### src/rtl/tanh_approx_if.sv
// Activation unit port bundle.
// Sample in, registered result out.
interface tanh_approx_if;
  logic        in_valid;
  logic [16:0] x;
  logic        out_valid;
  logic [15:0] f;

  modport master (
    output in_valid,
    output x,
    input  out_valid,
    input  f
  );

  modport slave (
    input  in_valid,
    input  x,
    output out_valid,
    output f
  );
endinterface

### src/rtl/tanh_approx.sv
// Piecewise-linear tanh, 8 segments,
// odd-symmetric, one register stage.
module tanh_approx (
  input  logic         clk,
  input  logic         reset,
  tanh_approx_if.slave io
);

  function automatic logic [15:0] ytab(
    input logic [3:0] k
  );
    unique case (k)
      4'd0:    ytab = 16'd0;
      4'd1:    ytab = 16'd8025;
      4'd2:    ytab = 16'd15143;
      4'd3:    ytab = 16'd20813;
      4'd4:    ytab = 16'd24956;
      4'd5:    ytab = 16'd27797;
      4'd6:    ytab = 16'd29660;
      4'd7:    ytab = 16'd30847;
      default: ytab = 16'd31589;
    endcase
  endfunction

  logic [16:0] a;
  logic [3:0]  k;
  logic [12:0] frac;
  logic [15:0] y0;
  logic [15:0] y1;
  logic [15:0] dy;
  logic [25:0] prod;
  logic [15:0] m;
  logic [15:0] g;

  logic [15:0] f_d;
  logic [15:0] f_q;
  logic        out_valid_d;
  logic        out_valid_q;

  // Magnitude, segment lookup, interpolation and sign.
  always_comb begin
    a    = io.x[16] ? (~io.x + 17'd1) : io.x;
    k    = a[16:13];
    frac = a[12:0];
    y0   = ytab(k);
    y1   = ytab(4'(k + 4'd1));
    dy   = y1 - y0;
    prod = dy[12:0] * frac;
    m    = y0 + 16'(prod >> 13);
    g    = io.x[16] ? (~m + 16'd1) : m;
  end

  // Capture on valid, hold otherwise.
  always_comb begin
    f_d         = f_q;
    out_valid_d = io.in_valid;
    if (io.in_valid) begin
      f_d = g;
    end
  end

  // Output registers with synchronous reset.
  always_ff @(posedge clk) begin
    if (reset) begin
      f_q         <= 16'd0;
      out_valid_q <= 1'b0;
    end else begin
      f_q         <= f_d;
      out_valid_q <= out_valid_d;
    end
  end

  assign io.f         = f_q;
  assign io.out_valid = out_valid_q;

endmodule

### src/flat_wrapper.sv
// flat-port wrapper written by rule: the top's interface ports become plain ports
module tanh_approx_flat 
  (clk, reset, io_in_valid, io_x, io_out_valid, io_f);
  tanh_approx_if io_i ();
  input  logic clk;
  input  logic reset;
  input wire logic [$bits(io_i.in_valid)-1:0] io_in_valid;
  input wire logic [$bits(io_i.x)-1:0] io_x;
  output wire logic [$bits(io_i.out_valid)-1:0] io_out_valid;
  output wire logic [$bits(io_i.f)-1:0] io_f;
  assign io_i.in_valid = io_in_valid;
  assign io_i.x = io_x;
  assign io_out_valid = io_i.out_valid;
  assign io_f = io_i.f;
  tanh_approx u_core (.clk(clk), .reset(reset), .io(io_i));
endmodule
### config.mk
export PLATFORM = sky130hd
export DESIGN_NAME = tanh_approx_flat
export DESIGN_NICKNAME = d
export VERILOG_FILES = /design/src/rtl/tanh_approx_if.sv /design/src/rtl/tanh_approx.sv /design/src/flat_wrapper.sv
export SDC_FILE = /design/constraint.sdc
export NUM_CORES = 1
export LEC_CHECK = 0
export BUFFER_PORTS_ARGS = -buffer_cell sky130_fd_sc_hd__clkbuf_2
export CORE_MARGIN = 2
export CORE_UTILIZATION = 44
export DETAILED_ROUTE_END_ITERATION = 12
export MAX_ROUTING_LAYER = met4
export PLACE_DENSITY = 0.62
export SYNTH_ARGS = -nofsm -noshare
export SYNTH_HDL_FRONTEND = slang
export SYNTH_SLANG_ARGS = --single-unit
### constraint.sdc
create_clock -name clk -period 14.4 [get_ports clk]
set_input_delay 2.16 -clock clk [delete_from_list [all_inputs] [get_ports clk]]
set_output_delay 2.16 -clock clk [all_outputs]
set_load 0.01 [all_outputs]
; Word-level counts from Yosys, hierarchy flattened
; Memory sizes are Yosys's and may differ from the RTL's.
; Index checks and enable logic that the tools add are counted.
[totals]
output_inout_bits = 17
mem_count = 2
word_cells = 16
rom_bits = 240
register_bits = 17
[mem_list]
columns = memory, words, word_bits, read_ports, rd_clocked_by_memory_dff, write_ports, line
row1 = (no name shown), 8, 15, 1, 0, 0, tanh_approx.sv:12  ; unique case (k)
row2 = (no name shown), 8, 15, 1, 0, 0, tanh_approx.sv:12
[classes]
add_sub_neg = 5
muxes = 4
n_mul = 1
bitwise_logic = 2
[ops]
columns = operator, count
row1 = $mux W16, 2
row2 = $mul A13 B13 Y26, 1
row3 = $add A17 B1 Y17 const B, 1
row4 = $mux W17, 1
row5 = $not A17 Y17, 1
row6 = $add A16 B1 Y16 const B, 1
row7 = $add A16 B13 Y16, 1
row8 = $not A16 Y16, 1
row9 = $mux W13, 1
row10 = $sub A13 B13 Y13, 1
row11 = $add A4 B1 Y4 const B, 1

; Logic depth before layout (Yosys ltp)
; An unclocked memory read counts as a cell.
[depth]
ltp_word = 12
mapped_depth = 52
depth_no_buf = 50

; Least setup slack after synthesis
; OpenSTA, ideal clock, no wires.
[synth_timing]
kind = input port to flip-flop
from = in io_x[8]
to = reg u_core.f_q[14], in the netlist u_core.io.f[14]
n_path_buf = 1
slack_ns = 0.582
stages = 48
required_time_ns = 14.266
setup_time_ns = 0.134
t_arrival_ns = 13.684
cell_sequence = or4_4 -> or3_4 -> o21ai_0 -> xnor2_1 -> ha_1 -> inv_1 -> ha_1 -> clkbuf_1 -> o21ai_0 -> nor2_1 -> ha_1 -> inv_1 -> fa_1 -> a21o_1 -> a21oi_1 -> o21bai_1 -> a21oi_1 -> o21bai_1 -> [... 12 more ...] -> ha_1 -> a21o_1 -> a21oi_1 -> o311a_1 -> o211ai_1 -> a31o_2 -> a21o_1 -> a21oi_1 -> xnor2_1 -> ha_1 -> a211o_1 -> a211o_1 -> a211o_1 -> o21ba_2 -> nand4b_1 -> nor4_2 -> a2111oi_0 -> or4_1
[synth_between]
elab_chain_cells = 12
[synth_lines]
columns = item, line
row1 = "start, declared", flat_wrapper.sv:8  ; input wire logic [$bits(io_i.x)-1:0] io_x;
row2 = $not A17 Y17, tanh_approx.sv:42  ; a = io.x[16] ? (~io.x + 17'd1) : io.x;
row3 = $add A17 B1 Y17, tanh_approx.sv:42
row4 = $mux W17 *, tanh_approx.sv:42
row5 = $add A4 B1 Y4, tanh_approx.sv:46  ; y1 = ytab(4'(k + 4'd1));
row6 = $mem_v2 Z8 W15, -
row7 = $mux W13, tanh_approx.sv:12
row8 = $sub A13 B13 Y13, tanh_approx.sv:47  ; dy = y1 - y0;
row9 = $mul A13 B13 Y26, tanh_approx.sv:48  ; prod = dy[12:0] * frac;
row10 = $add A16 B13 Y16 *, tanh_approx.sv:49  ; m = y0 + 16'(prod >> 13);
row11 = $not A16 Y16, tanh_approx.sv:50  ; g = io.x[16] ? (~m + 16'd1) : m;
row12 = $add A16 B1 Y16, tanh_approx.sv:50
row13 = $mux W16 *, tanh_approx.sv:50
row14 = "end signal, assigned", tanh_approx.sv:65  ; f_q <= 16'd0;
row15 = "end signal, assigned", tanh_approx.sv:68  ; f_q <= f_d;
row16 = "end, declared", tanh_approx.sv:36  ; logic [15:0] f_q;
; Every way passes the cells marked *; elsewhere a longest branch is shown, timed or not.
; A chain may end at the register's enable or synchronous reset.

; Worst setup path after layout
; Same ends and word-level chain as after synthesis.

==> qor.yml <==
yosysMostFrequentCell: "inv_1"
vias_per_cell: 5.31
root_buffer: "clkbuf_16"
yosys.area_share.simple_pct: 19.7
drt_iter0_drc: 430
numClockSinks: 17
htree_num_levels: 1
core_mm2: 0.0181
slew_violations: 0
grt_antenna_before_repair: 0
clockBufferDepth: 2
status: "complete, no violations"
slew_headroom_pct: 34.2
synthXorXnorAreaFrac_pct: 7.29
die_h_um: 140
rows: 49
postCtsHoldBufs: 0
finalCritPeriodShare_pct: 95.4
cp-end-kind: "flip-flop"
synth_compound_area_share_pct: 12.2
grt_pass1_vias: 7033
yosysWarningCount: 0
placed_area_mm2: 0.00881
hold_slack_ns: 0.482
path_clk_slew_ns: 0.05
dieArea_mm2: 0.0196
maxCapViolations: 0
grt_max_degree: 32
yosysTopAreaCell: "fa_1"
clkLatencyLatePin_ns: 0.25
cp_slowest_cell: "or4_4"
dp.final_hpwl_um: 17700
drive_gt1_share_pct: 10.8
drc_errors: 0
cpPeakStageDelay_ns: 0.58
hold_viol: 0
crit_arrival_ns: 13.86
start_util_pct: 45.1
hp-class: "reg2reg"
grt-ovfl-total: 0
synth_top_family_by_area: "adder cells"
cts_made_buffers: 3
yosysTopAreaCellShare_pct: 30.0
crit_fanout: 11
synthesis.nets: 1261
dr_total_vias: 6905
cts_tree: "yes"
dr.pass1.iters: 6
fin_setup_tns_ns: 0
syn_area_per_cell_um2: 8.01
worstPathRequired_ns: 14.53
drtAntennaViolNets: 0
avgRoutedWirePerCell_um: 16.0
synth.top_cells.by_area: "fa_1 30%, ha_1 16%, inv_1 8.8%"
synthFlopType: "dfxtp_1"
synthesis.instances: 1018
final_cell_area_mm2: 0.00895
synth-seq-cells: 17
port_buffers: 36
fin_crit_ns: 13.73
finalSetupViolations: 0
grt.total_usage_pct: 22.9
syn_area_mm2: 0.00815
synth_mux_area_share_pct: 0.890
ys_async_sr_fraction_pct: 0
drt_wl_total_um: 20900
synth_fa_ha_area_share_pct: 45.5
worst_path_most_repeated_cell: "fa_1"
synth_cell_types: 64
routabilityCongestion: 0.939
ys_top_cells_by_count: "192 x inv_1, 122 x fa_1, 112 x nand2_1, 106 x nor2_1, 101 x ha_1"
synth-edff-count: 0
fin_nets: 1316
ys_seq_area_share_pct: 4.17
die_x_um: 140
tightest_slew_ns: 0.980
grt_pass1_wl_um: 35400
start_kind: "primary input"
crit_type: "in2reg"
clock_skew_ns: 0
num_antenna_cells: 0
ios: 37
fmax_mhz: 72.8
syn_to_final_growth_pct: 9.82
## logic make-up (layout without fill, tap and decap cells)
logic type / count (synthesis) / after routing
AND/OR/NAND/NOR: 339 / 339
adder cells (fa/ha/maj): 223 / 223
buffers and inverters: 221 / 275
AO/OA/AOI/OAI: 144 / 144
XOR/XNOR: 67 / 67
flip-flops: 17 / 17
multiplexers: 7 / 7
## sequential cells by signal (all words and copies together), names as in the netlist
register / count
u_core.io.f: 16
u_core.io.out_valid: 1
## per-stage QoR
step	cells	utilization, %	worst slack (ns)
floorplan	1018	-	0.582
global placement	1295	48.7	0.234
detailed placement	1295	48.7	0.127
CTS	1299	49.1	0.356
global route	1301	49.5	-0.0110
finish	1301	49.5	0.668
## metal layers
metal	track usage [%]	up-vias	share of wire, %
li1	-	3361	-
met1	30.9	3338	45
met2	37.5	175	47
met3	2.22	31	5.3
met4	5.32	0	2.6
met5	-	-	0
## what timing repair did
| item | in CTS | in global routing |
|---|---|---|
| hold endpoints to repair | 0 | 0 |
| buffers inserted | 0 | 2 |
| setup endpoints to repair | 0 | 6 |
| resized for setup | 0 | 11 |
## layout by cell type (no fill, tap or decap), types with 7 or more instances in the layout
master    count
inv_1       192
fa_1        122
nand2_1     112
nor2_1      106
ha_1        100
buf_4        42
xnor2_1      36
clkbuf_2     36
o21ai_0      29
xor2_1       27
a21oi_1      26
nand2b_1     21
dfxtp_1      17
and2_1       16
a211oi_1     14
a21o_1       12
nand3_1      11
or3_1        10
or2_2        10
nor2b_1      10
nor3_1        9
o31ai_1       7
## critical path: cells and delay by family
family,cells,cell delay (ns)
fa+ha+maj,11,4.33
xor+xnor,2,0.32
simple gates,8,2.52
compound gates,20,4.01
buf+inv,6,0.51
## final timing paths
check	start	end	slack [ns]	depth (start not counted)
max reg2reg	u_core.io.f[14]	u_core.io.f[14]	13.44	2
max	io_x[8]	u_core.io.f[14]	0.67	47
min	u_core.io.f[1]	u_core.io.f[1]	0.48	2
min reg2reg	u_core.io.f[1]	u_core.io.f[1]	0.48	2
## area by class of cell
| class | count | area [µm²] |
|---|---|---|
| fillers | 1812 | 9130 |
| multi-input cells | 780 | 7030 |
| inverters | 193 | 724 |
| repair buffers | 78 | 495 |
| flip-flops and latches | 17 | 340 |
| well taps | 229 | 287 |
| clock buffers | 4 | 78.8 |
Power is left out: the tool's default activity adds up to more than one toggle a clock period on the data nets, which glitch-free logic cannot reach.
